$ cat config.mk
export PLATFORM = sky130hd
export DESIGN_NAME = ahb_gpio_irq
export DESIGN_NICKNAME = d
export VERILOG_FILES = /design/src/rtl/ahb_gpio_pkg.sv /design/src/rtl/gpio_irq_detect.sv /design/src/rtl/ahb_gpio_irq.sv
export SDC_FILE = /design/constraint.sdc
export NUM_CORES = 1
export LEC_CHECK = 0
export CAP_MARGIN = 20
export CORE_ASPECT_RATIO = 0.75
export CORE_MARGIN = 5
export CORE_UTILIZATION = 32
export DETAILED_ROUTE_END_ITERATION = 6
export GPL_ROUTABILITY_DRIVEN = 0
export PLACE_DENSITY_LB_ADDON = 0.15
export SLEW_MARGIN = 20
export SYNTH_ARGS = -nofsm -noshare
export SYNTH_HDL_FRONTEND = slang
export SYNTH_HIERARCHICAL = 1
export SYNTH_SLANG_ARGS = --single-unit
$ cat constraint.sdc
create_clock -name HCLK -period 2.9 [get_ports HCLK]
set_input_delay 0.29 -clock HCLK [delete_from_list [all_inputs] [get_ports HCLK]]
set_output_delay 0.29 -clock HCLK [all_outputs]
set_load 0.01 [all_outputs]
$ cat src/rtl/ahb_gpio_pkg.sv
// Shared definitions for the AHB-Lite GPIO peripheral: register offsets,
// HTRANS encodings and the register-index decode.
package ahb_gpio_pkg;

  localparam logic [7:0] OFF_DATA  = 8'h00;
  localparam logic [7:0] OFF_DIR   = 8'h04;
  localparam logic [7:0] OFF_SET   = 8'h08;
  localparam logic [7:0] OFF_CLR   = 8'h0C;
  localparam logic [7:0] OFF_IE    = 8'h10;
  localparam logic [7:0] OFF_ITYPE = 8'h14;
  localparam logic [7:0] OFF_IPOL  = 8'h18;
  localparam logic [7:0] OFF_ISTAT = 8'h1C;

  localparam logic [1:0] HTRANS_IDLE   = 2'b00;
  localparam logic [1:0] HTRANS_BUSY   = 2'b01;
  localparam logic [1:0] HTRANS_NONSEQ = 2'b10;
  localparam logic [1:0] HTRANS_SEQ    = 2'b11;

  typedef enum logic [3:0] {
    REG_DATA,
    REG_DIR,
    REG_SET,
    REG_CLR,
    REG_IE,
    REG_ITYPE,
    REG_IPOL,
    REG_ISTAT,
    REG_NONE
  } reg_idx_e;

  // Word-aligned decode of the low address byte; byte lanes are ignored.
  function automatic reg_idx_e decode_reg(input logic [7:0] addr);
    logic [7:0] word_addr;
    word_addr = {addr[7:2], 2'b00};
    case (word_addr)
      OFF_DATA:  return REG_DATA;
      OFF_DIR:   return REG_DIR;
      OFF_SET:   return REG_SET;
      OFF_CLR:   return REG_CLR;
      OFF_IE:    return REG_IE;
      OFF_ITYPE: return REG_ITYPE;
      OFF_IPOL:  return REG_IPOL;
      OFF_ISTAT: return REG_ISTAT;
      default:   return REG_NONE;
    endcase
  endfunction

endpackage

$ cat src/rtl/gpio_irq_detect.sv
// Input synchroniser and per-bit interrupt event detection (edge or level,
// selectable polarity).
module gpio_irq_detect #(
  parameter int unsigned WIDTH = 16
) (
  input  logic             HCLK,
  input  logic             HRESET,
  input  logic [WIDTH-1:0] GPIOIN,
  input  logic [WIDTH-1:0] ITYPE,
  input  logic [WIDTH-1:0] IPOL,
  output logic [WIDTH-1:0] evt,
  output logic [WIDTH-1:0] sync_in
);

  logic [WIDTH-1:0] meta_q;
  logic [WIDTH-1:0] sync_prev;
  logic [WIDTH-1:0] pol_match;

  // Two-flop synchroniser plus one-cycle history for edge detection.
  always_ff @(posedge HCLK) begin
    if (HRESET) begin
      meta_q    <= '0;
      sync_in   <= '0;
      sync_prev <= '0;
    end else begin
      meta_q    <= GPIOIN;
      sync_in   <= meta_q;
      sync_prev <= sync_in;
    end
  end

  // Edge bits fire on a change into the active polarity; level bits fire
  // every cycle the pin sits at the active polarity.
  always_comb begin
    pol_match = ~(sync_in ^ IPOL);
    evt       = (ITYPE & (sync_in ^ sync_prev) & pol_match) | (~ITYPE & pol_match);
  end

endmodule

$ cat src/rtl/ahb_gpio_irq.sv
// AHB-Lite GPIO peripheral with per-bit direction, atomic set/clear,
// and edge/level interrupts combined onto a single registered IRQ.
module ahb_gpio_irq
  import ahb_gpio_pkg::*;
#(
  parameter int unsigned     WIDTH    = 16,
  parameter logic [WIDTH-1:0] DOUT_RST = '0
) (
  input  logic             HCLK,
  input  logic             HRESET,
  input  logic             HSEL,
  input  logic [31:0]      HADDR,
  input  logic [1:0]       HTRANS,
  input  logic             HWRITE,
  input  logic [31:0]      HWDATA,
  input  logic             HREADY,
  output logic             HREADYOUT,
  output logic             HRESP,
  output logic [31:0]      HRDATA,
  input  logic [WIDTH-1:0] GPIOIN,
  output logic [WIDTH-1:0] GPIOOUT,
  output logic [WIDTH-1:0] GPIOEN,
  output logic             IRQ
);

  logic             xfer_valid;
  logic             dp_valid;
  logic             dp_write;
  reg_idx_e         dp_reg;
  logic             wr_en;
  logic             rd_en;
  logic [WIDTH-1:0] wdata;
  logic [WIDTH-1:0] rdata;
  logic [WIDTH-1:0] istat_clr;

  logic [WIDTH-1:0] dout_q;
  logic [WIDTH-1:0] dir_q;
  logic [WIDTH-1:0] ie_q;
  logic [WIDTH-1:0] itype_q;
  logic [WIDTH-1:0] ipol_q;
  logic [WIDTH-1:0] istat_q;
  logic             irq_q;

  logic [WIDTH-1:0] evt;
  logic [WIDTH-1:0] sync_in;
  logic             unused_ok;

  assign unused_ok = &{1'b0, HADDR[31:8], HWDATA};

  assign HREADYOUT  = 1'b1;
  assign HRESP      = 1'b0;
  assign xfer_valid = HSEL & HREADY & (HTRANS inside {HTRANS_NONSEQ, HTRANS_SEQ});
  assign wr_en      = dp_valid & dp_write;
  assign rd_en      = dp_valid & ~dp_write & ~HRESET;
  assign wdata      = HWDATA[WIDTH-1:0];
  assign istat_clr  = (wr_en && dp_reg == REG_ISTAT) ? wdata : '0;

  assign GPIOOUT = dout_q;
  assign GPIOEN  = dir_q;
  assign IRQ     = irq_q;

  gpio_irq_detect #(
    .WIDTH(WIDTH)
  ) u_detect (
    .HCLK    (HCLK),
    .HRESET  (HRESET),
    .GPIOIN  (GPIOIN),
    .ITYPE   (itype_q),
    .IPOL    (ipol_q),
    .evt     (evt),
    .sync_in (sync_in)
  );

  // Address-phase capture: the decoded register index travels to the data phase.
  always_ff @(posedge HCLK) begin
    if (HRESET) begin
      dp_valid <= 1'b0;
      dp_write <= 1'b0;
      dp_reg   <= REG_NONE;
    end else begin
      dp_valid <= xfer_valid;
      if (xfer_valid) begin
        dp_write <= HWRITE;
        dp_reg   <= decode_reg(HADDR[7:0]);
      end
    end
  end

  // Data-phase writes to the control registers.
  always_ff @(posedge HCLK) begin
    if (HRESET) begin
      dout_q  <= DOUT_RST;
      dir_q   <= '0;
      ie_q    <= '0;
      itype_q <= '0;
      ipol_q  <= '0;
    end else if (wr_en) begin
      case (dp_reg)
        REG_DATA:  dout_q  <= wdata;
        REG_DIR:   dir_q   <= wdata;
        REG_SET:   dout_q  <= dout_q | wdata;
        REG_CLR:   dout_q  <= dout_q & ~wdata;
        REG_IE:    ie_q    <= wdata;
        REG_ITYPE: itype_q <= wdata;
        REG_IPOL:  ipol_q  <= wdata;
        default:   ;
      endcase
    end
  end

  // Status latch: a detection in the same cycle as a W1C keeps the bit set.
  always_ff @(posedge HCLK) begin
    if (HRESET) begin
      istat_q <= '0;
    end else begin
      istat_q <= (istat_q & ~istat_clr) | evt;
    end
  end

  // Registered combined interrupt request.
  always_ff @(posedge HCLK) begin
    if (HRESET) begin
      irq_q <= 1'b0;
    end else begin
      irq_q <= |(istat_q & ie_q);
    end
  end

  // Read mux; bits above WIDTH are zero.
  always_comb begin
    rdata = '0;
    if (rd_en) begin
      case (dp_reg)
        REG_DATA:  rdata = (dir_q & dout_q) | (~dir_q & sync_in);
        REG_DIR:   rdata = dir_q;
        REG_IE:    rdata = ie_q;
        REG_ITYPE: rdata = itype_q;
        REG_IPOL:  rdata = ipol_q;
        REG_ISTAT: rdata = istat_q;
        default:   rdata = '0;
      endcase
    end
    HRDATA = '0;
    HRDATA[WIDTH-1:0] = rdata;
  end

endmodule

**After elaboration in Yosys (flattened, before gate mapping)**

Memories as Yosys holds them, arrays and structs flattened.
Index checks and enable logic that the tools add are counted.

- Equal/unequal tests: 9
- Muxes and demuxes: 5
- Bitwise gates (word level): 26
- Reduce and logical (&&, ||, !) cells: 11

Operator list:

| kind | number |
|---|---|
| bitwise AND 16 bit | 8 |
| case mux 16 bit (6 select lines) | 1 |
| inverter 16 bit | 5 |
| bitwise OR 16 bit | 4 |
| case mux 16 bit (3 select lines) | 1 |
| 2-to-1 mux 16 bit | 2 |
| XOR 16 bit | 2 |
| equality test 4 x 3 -> 1 bit, second input constant | 4 |
| OR reduction 16 bit | 1 |
| AND reduction 2 bit | 5 |
| equality test 4 x 2 -> 1 bit, second input constant | 2 |
| bitwise AND 1 bit | 5 |
| equality test 2 bit, second input constant | 2 |
| equality test 4 x 1 -> 1 bit, second input constant | 1 |
| zero test 4 bit | 1 |
| 2-to-1 mux 4 bit | 1 |
| zero test 3 bit | 1 |
| nonzero test 3 bit | 1 |
| inverter 1 bit | 2 |
| nonzero test 2 bit | 1 |
| logical AND 1 bit | 1 |

- Bits in registers: 151
- Bits in read-only memories: 128
- Input port bits: 87
- Logic and storage cells: 65
- Memories kept: 1

Memory list:

| name | words | width | rd ports | clocked after Yosys merged registers in | write ports | line | source |
|---|---|---|---|---|---|---|---|
| (no name shown) | 32 | 4 | 1 | 0 | 0 | ahb_gpio_pkg.sv:35 | `case (word_addr)` |

**Logic depth before layout (Yosys ltp)**

Gate-level depths: netlist of run 1.

- Depth after elaboration: 6
- Mapped depth: 7
- Mapped depth without buffers: 4

**Modules after synthesis**

The synthesis of run 1 kept the hierarchy.

By module, submodules not included:

| module | times used | cells an instance | area each (um^2) |
|---|---|---|---|
| ahb_gpio_irq | 1 | 578 | 4,918.5 |
| gpio_irq_detect | 1 | 165 | 1,725.4 |

**Worst setup path before layout of run 1**

Ideal clock, no wire load.

- Path kind: reg2out
- From: register dp_reg[3]
- To: output HRDATA[0]
- Data arrival time: 1.570 ns
- Required time: 2.610 ns
- Slack: 1.040 ns
- Stages on the path, launching flop included: 5
- Buffers on the path: 1
- Cells stage by stage: dfxtp_1 > or4b_4 > or2_0 > buf_2 > o21ai_0

- Word-level cells in the longest chain between the ends: 3
- Elaborated cells on any way between the ends: 8

Ends and longest elaborated chain:

| what | line | source |
|---|---|---|
| start: declaration | ahb_gpio_irq.sv:29 | `reg_idx_e dp_reg;` |
| start signal: assignment | ahb_gpio_irq.sv:84 | `dp_reg <= decode_reg(HADDR[7:0]);` |
| equality test 4 x 3 -> 1 bit (tied with other cells) | ahb_gpio_irq.sv:133 | `case (dp_reg)` |
| case mux 16 bit (6 select lines) (*) | ahb_gpio_irq.sv:133 |  |
| 2-to-1 mux 16 bit (*) | ahb_gpio_irq.sv:132 | `if (rd_en) begin` |
| end: declaration | ahb_gpio_irq.sv:19 | `output logic [31:0] HRDATA,` |

Mark *: on every way between the ends. The rest lies on a longest branch, timed or not.

**Worst setup path after layout of run 1**

- From: register dp_write
- To: output HRDATA[10]

- Word-level cells in the longest chain between the ends: 4

Ends and longest elaborated chain:

| what | line | source |
|---|---|---|
| start: declaration | ahb_gpio_irq.sv:28 | `logic dp_write;` |
| start signal: assignment | ahb_gpio_irq.sv:78 | `dp_write <= 1'b0;` |
| start signal: assignment | ahb_gpio_irq.sv:83 | `dp_write <= HWRITE;` |
| inverter 1 bit | ahb_gpio_irq.sv:54 | `assign rd_en = dp_valid & ~dp_write & ~HRESET;` |
| bitwise AND 1 bit (2 in series) | ahb_gpio_irq.sv:54 |  |
| 2-to-1 mux 16 bit | ahb_gpio_irq.sv:132 |  |

No other way between the ends.

==> run metrics, run 1 <==
status=completed; most frequent cells in the layout=dfxtp_1 (148), nand2_1 (102), clkdlybuf4s50_1 (80); Setup-failing EPs final=0; TritonCTS Sinks=151; worst slew pin tran=0.7398 ns; IO Port Bufs=92; Avg Vias per Cell=5.174; simple-gate share of the synthesized area=18.66%; Hold Crit Start=HRESET; wire length per cell=19.12 um; final setup TNS=0 ns; Fillers=2012; r2r setup slk=0.67 ns; pre-CTS WS=0.2236 ns; worst hold path type=in2reg; Req. time, crit path=2.61 ns; CP Buf/Inv Count=2; slowest CP cell=or4b_4; post-synthesis compound-gate area fraction=22.69%; First-pass DRT Iterations=6; CTS tree=yes; sequential share of the synthesized area=45.50%; # DRC=0; Rel. slew slack=50.56%; Initial Utilization=32.69%; Mapped Area=6644 um2; Die Span Y=134.8 um; mux share of post-synthesis cell area=7.571%; final period utilization=95.89%; Top delay family on crit path=simple AND/OR/NAND/NOR gates; Pleak=3.098 nW; fmax=359.6 MHz; I/O Pins=154; crit-path cells=or4b_4, or2_4, buf_4, nor2_1, clkdlybuf4s50_1; initial antenna violation count=0; Yosys warning count=6; top routing layer in use=met4; Power Density=539.6 nW/um2; # Max-Cap Violations=0; xor/xnor share of the synthesized area=0%; Async S/R FF share, synth=0%; met3 wire length=1512 um; Cell Rows=45; unrepaired setup endpoints after global routing=no; Post-Place Cells=1107; ANT nets after route=0; DRT iter0 DRCs=507; hold path cells=3; Layout Nets=933; cts bufs inserted=17; WS Path Type=reg2out; htree depth=4; Root Driver=clkbuf_16; Sequential Area=3029 um2; vias=5898; WL met2=9501 um; Die Wd=176.4 um; area of the core=20330 um2; Crit. Startpoint=dp_write; synthesized flop and latch total=151; Final WS setup=0.1191 ns; layout cells sized above 1=10.72%; met1 wire length=10440 um; WL final=21800 um; worst-case reg-to-reg path depth=7; crit path DAT=2.49 ns; Final Max Slew Viols=0; Clock Latency Late Sink=0.42 ns; leading cell type in the layout, fill and taps excluded=dfxtp_1; Adder-Cell Fraction of Synth Area=0%; Reg2Reg Launch Point=dp_reg[1]; die area=23770 um2; Synth Flop Type=dfxtp_1; Worst path max stage delay=0.60 ns; Crit. path cell count=5; Final Non-Filler Cells=1140; final hold vios=0; final critical-path required period=2.781 ns; Distinct cells, synth=49; clk_skew=0.009822 ns; multi-input logic area=3333 um2; Mean Syn Cell Area=8.942 um2; detailed placer's ending HPWL=14620 um; vias in the first global route=5666; Ant. Diodes=0; clk buf depth=2; EDFF count, synth=0; startpoint types=flop; largest family of logic cells by synthesized area=compound AO/OA/AOI/OAI gates; largest net degree at the start of global routing=123; clock-pin slew on the worst setup and hold paths=0.06 ns; Mapped Cells=743; total track usage=18.10%; Peak VDD IR=0.2637 mV; total congestion overflow=0; first-pass GRT wire length=33180 um; crit path max fanout=7; Area growth syn-to-layout=28.66%; Worst Setup End Kind=primary output
## synth_stat cells (all sizes together), types with 3 or more instances
cell / count / area (um2)
nor2b: 52 / 325.3
o22ai: 6 / 37.54
a21boi: 31 / 232.7
nand2: 102 / 382.9
a32o: 15 / 150.1
a21oi: 62 / 310.3
dfxtp: 151 / 3023
a22o: 27 / 236.5
nor2: 58 / 220.2
o21ai: 28 / 140.1
inv: 4 / 15.01
nand2b: 21 / 131.4
and3: 3 / 18.77
a221oi: 3 / 26.28
clkbuf: 22 / 85.08
o31ai: 9 / 72.57
nor3: 5 / 45.04
a22oi: 17 / 127.6
mux2: 10 / 112.6
buf: 38 / 259.0
o21a: 15 / 112.6
nand3: 3 / 15.01
mux2i: 39 / 390.4
## layout make-up
cell class	count	share of cell area, %
Inverter	5	0.2196
Timing Repair Buffer	128	14.34
Clock inverter	10	1.493
Tap cell	282	4.128
Multi-Input combinational cell	543	38.99
Sequential cell	151	35.44
Clock buffer	21	5.386
## worst paths after layout
path | endpoint
worst max-delay path | HRDATA[10]
worst min-delay path | u_detect/meta_q[8]
worst max register to register | GPIOOUT[12]
worst min register to register | u_detect/sync_in[6]
## tightest hold or removal path, cell delays in order
cell and delay [ns]:
buf_4 0.12, buf_12 0.18, nor2b_1 0.15
## per-layer routing
| layer | GRT usage (%) | up-vias |
|---|---|---|
| met4 | 5.842 | 0 |
| met3 | 4.086 | 30 |
| met2 | 27.34 | 235 |
| met5 | 0 | - |
| met1 | 25.71 | 2847 |
| li1 | - | 2786 |
## report_power, final
group | internal, W | leakage (nW) | switching [W]
clock network | 0.00138 | 0.292 | 0.000863
logic | 0.000105 | 1.57 | 0.000110
registers | 0.00212 | 1.23 | 0.0000328
total | 0.00361 | 3.10 | 0.00101
## kinds of logic (layout without fill, tap and decap cells)
group,after synthesis,count (layout)
AND/OR/NAND/NOR,256,256
other,2,18
buffers and inverters,65,164
AO/OA/AOI/OAI,220,220
multiplexers,49,49
flip-flops,151,151
## through the flow
step	instance area (um2)	hold slack, ns	util, %	power (W)
2_1_floorplan	6704	0.3987	-	0.002306
3_3_place_gp	7918	0.4219	38.95	0.002402
3_5_place_dp	7918	0.4218	38.95	0.002407
4_1_cts	8526	0.3986	41.95	0.004647
5_1_grt	8548	0.4051	42.06	0.004775
6_report	8548	0.3656	42.06	0.004612
## what timing repair did
item | CTS | global route
setup buffers | 2 | 0
setup endpoints to repair | 15 | 10
gates resized for setup | 10 | 9
hold buffers | 0 | 0
pin swaps | 1 | 0
Note: power is estimated with default switching activity, not from simulation.
==> run 2, diff against run 1 <==
--- a/config.mk
+++ b/config.mk
@@ -8,7 +8,7 @@
 export CAP_MARGIN = 20
 export CORE_ASPECT_RATIO = 0.75
 export CORE_MARGIN = 5
-export CORE_UTILIZATION = 32
+export CORE_UTILIZATION = 54
 export DETAILED_ROUTE_END_ITERATION = 6
 export GPL_ROUTABILITY_DRIVEN = 0
 export PLACE_DENSITY_LB_ADDON = 0.15
==> run 2 against run 1 <==
Compared with the run above: combinational power shrank 2%; die area shrank 38%; sequential cell count is the same; largest power group is now registers; sequential power is essentially flat; sequential share of layout area grew 0.96 points; critical endpoint is now HRDATA[8].
==> run metrics, run 2 (synthesized netlist as in run 1, its figures left out) <==
status=completed; Post-CTS Setup Repair Bufs=0; clk_skew=0.009958 ns; IO Port Bufs=92; Clock Latency Late Sink=0.42 ns; vias in the first global route=5794; pre-CTS WS=0.2892 ns; WS Path Type=reg2out; ANT nets after route=0; Cell Rows=35; Rel. slew slack=47.39%; final setup TNS=0 ns; met1 wire length=8652 um; Final Max Slew Viols=0; Worst path max stage delay=0.59 ns; final critical-path required period=2.793 ns; Die Span Y=106.1 um; Setup-failing EPs final=0; wire length per cell=19.75 um; worst hold path type=in2reg; Reg2Reg Launch Point=dp_reg[0]; Pleak=2.959 nW; Layout Nets=929; Avg Vias per Cell=5.924; Sequential Area=3025 um2; TritonCTS Sinks=151; detailed placer's ending HPWL=13560 um; Final WS setup=0.1066 ns; htree depth=4; Crit. Startpoint=dp_write; vias=6048; multi-input logic area=3332 um2; Comb power frac=4.7%; total track usage=26.86%; startpoint types=flop; hold path cells=2; CTS tree=yes; crit path to=HRDATA[8]; total congestion overflow=0; layout cells sized above 1=10.41%; fmax=358.0 MHz; internal power=0.003357 W; WL met2=9017 um; Die Wd=138.1 um; first-pass GRT wire length=31290 um; switch share=24.20%; I/O Pins=154; Area growth syn-to-layout=25.12%; worst-case reg-to-reg path depth=6; final hold vios=0; largest net degree at the start of global routing=67; DRT iter0 DRCs=827; area of the core=12170 um2; # DRC=0; top routing layer in use=met4; cts bufs inserted=17; Fillers=953; Ant. Diodes=0; NetSw=0.001072 W; WL final=20170 um; CP Buf/Inv Count=2; sequential power share=48.5%; final period utilization=96.33%; r2r setup slk=0.89 ns; clock-pin slew on the worst setup and hold paths=0.06 ns; Top delay family on crit path=buffers and inverters; unrepaired setup endpoints after global routing=no; Crit. path cell count=4; Root Driver=clkbuf_16; Power Density=532.7 nW/um2; # Max-Cap Violations=0; worst slew pin tran=0.7873 ns; First-pass DRT Iterations=5; crit-path cells=or4b_4, buf_4, o32ai_1, clkdlybuf4s50_1; die area=14640 um2; initial antenna violation count=0; crit path DAT=2.50 ns; Peak VDD IR=0.4987 mV; slowest CP cell=clkdlybuf4s50_1; leading cell type in the layout, fill and taps excluded=dfxtp_1; clk buf depth=2; Worst Setup End Kind=primary output; crit path max fanout=11; clock share of power=46.7%; Initial Utilization=54.57%; met3 wire length=2091 um; most frequent cells in the layout=dfxtp_1 (149), nand2_1 (102), clkdlybuf4s50_1 (81); Req. time, crit path=2.61 ns; reg2reg end=itype_q[5]
run 2: cell types whose count changed in the layout (fill, tap and decap cells not counted), moves of 4 or more:
cell / before / now
dlygate4sd2_1: 5 / 10
clkinv_4: 0 / 4
buf_4: 34 / 30
inv_6: 0 / 6
dlymetal6s2s_1: 6 / 0
clkinv_2: 6 / 1
run 2: worst min-delay path by stage:
stage,from,to,slack [ns]
after floorplan,HWDATA[0],istat_q[0],0.40
after global placement,u_detect/meta_q[10],u_detect/sync_in[10],0.42
after detailed placement,u_detect/meta_q[1],u_detect/sync_in[1],0.43
after CTS,GPIOIN[9],u_detect/meta_q[9],0.41
after global routing,GPIOIN[8],u_detect/meta_q[8],0.41
final,GPIOIN[12],u_detect/meta_q[12],0.42
run 2: layout make-up:
cell class	instances	area share, %
multi-input combinational	543	40.08
clock inverter	14	1.385
timing repair buffer	124	14.13
inverter	5	0.2258
sequential	151	36.39
clock buffer	18	5.283
tap	166	2.498
run 2: power by group through the flow:
stage                     Sequential (W)  Combinational (W)  Clock [W]
after floorplan                  0.00218           0.000125          0
after global placement           0.00219           0.000201          0
after detailed placement         0.00219           0.000206          0
after CTS                        0.00215           0.000207    0.00209
after global routing             0.00215           0.000225    0.00218
final                            0.00215           0.000210    0.00207
run 2: per-stage QoR:
step                      hold WS, ns  power [W]  area (um2)  util (%)  std cells
after detailed placement       0.4275   0.002400        7756     63.71        989
after global placement         0.4178   0.002393        7756     63.71        989
after floorplan                0.3987   0.002306        6704         -        759
after CTS                      0.4072   0.004444        8310     68.26       1021
after global routing           0.4082   0.004560        8313     68.28       1021
final                          0.4181   0.004428        8313     68.28       1021
run 2: worst reg2reg max path, stage by stage (launching register included):
cell and delay, ns:
dfxtp_1 0.42, buf_12 0.23, nor2b_1 0.22, buf_4 0.19
nand2_1 0.47, nand2_1 0.25, a21oi_1 0.09
run 2: layer usage:
metal | vias up | global-route usage [%]
met5 | - | 0
met4 | 0 | 10.30
met3 | 42 | 7.509
met2 | 353 | 41.54
met1 | 2878 | 35.86
li1 | 2775 | -
run 2: timing repair:
action | 4_1_cts | 5_1_grt
gates resized for setup | 15 | 1
pin swaps | 0 | 0
setup endpoints to repair | 16 | 2
hold buffers | 0 | 0
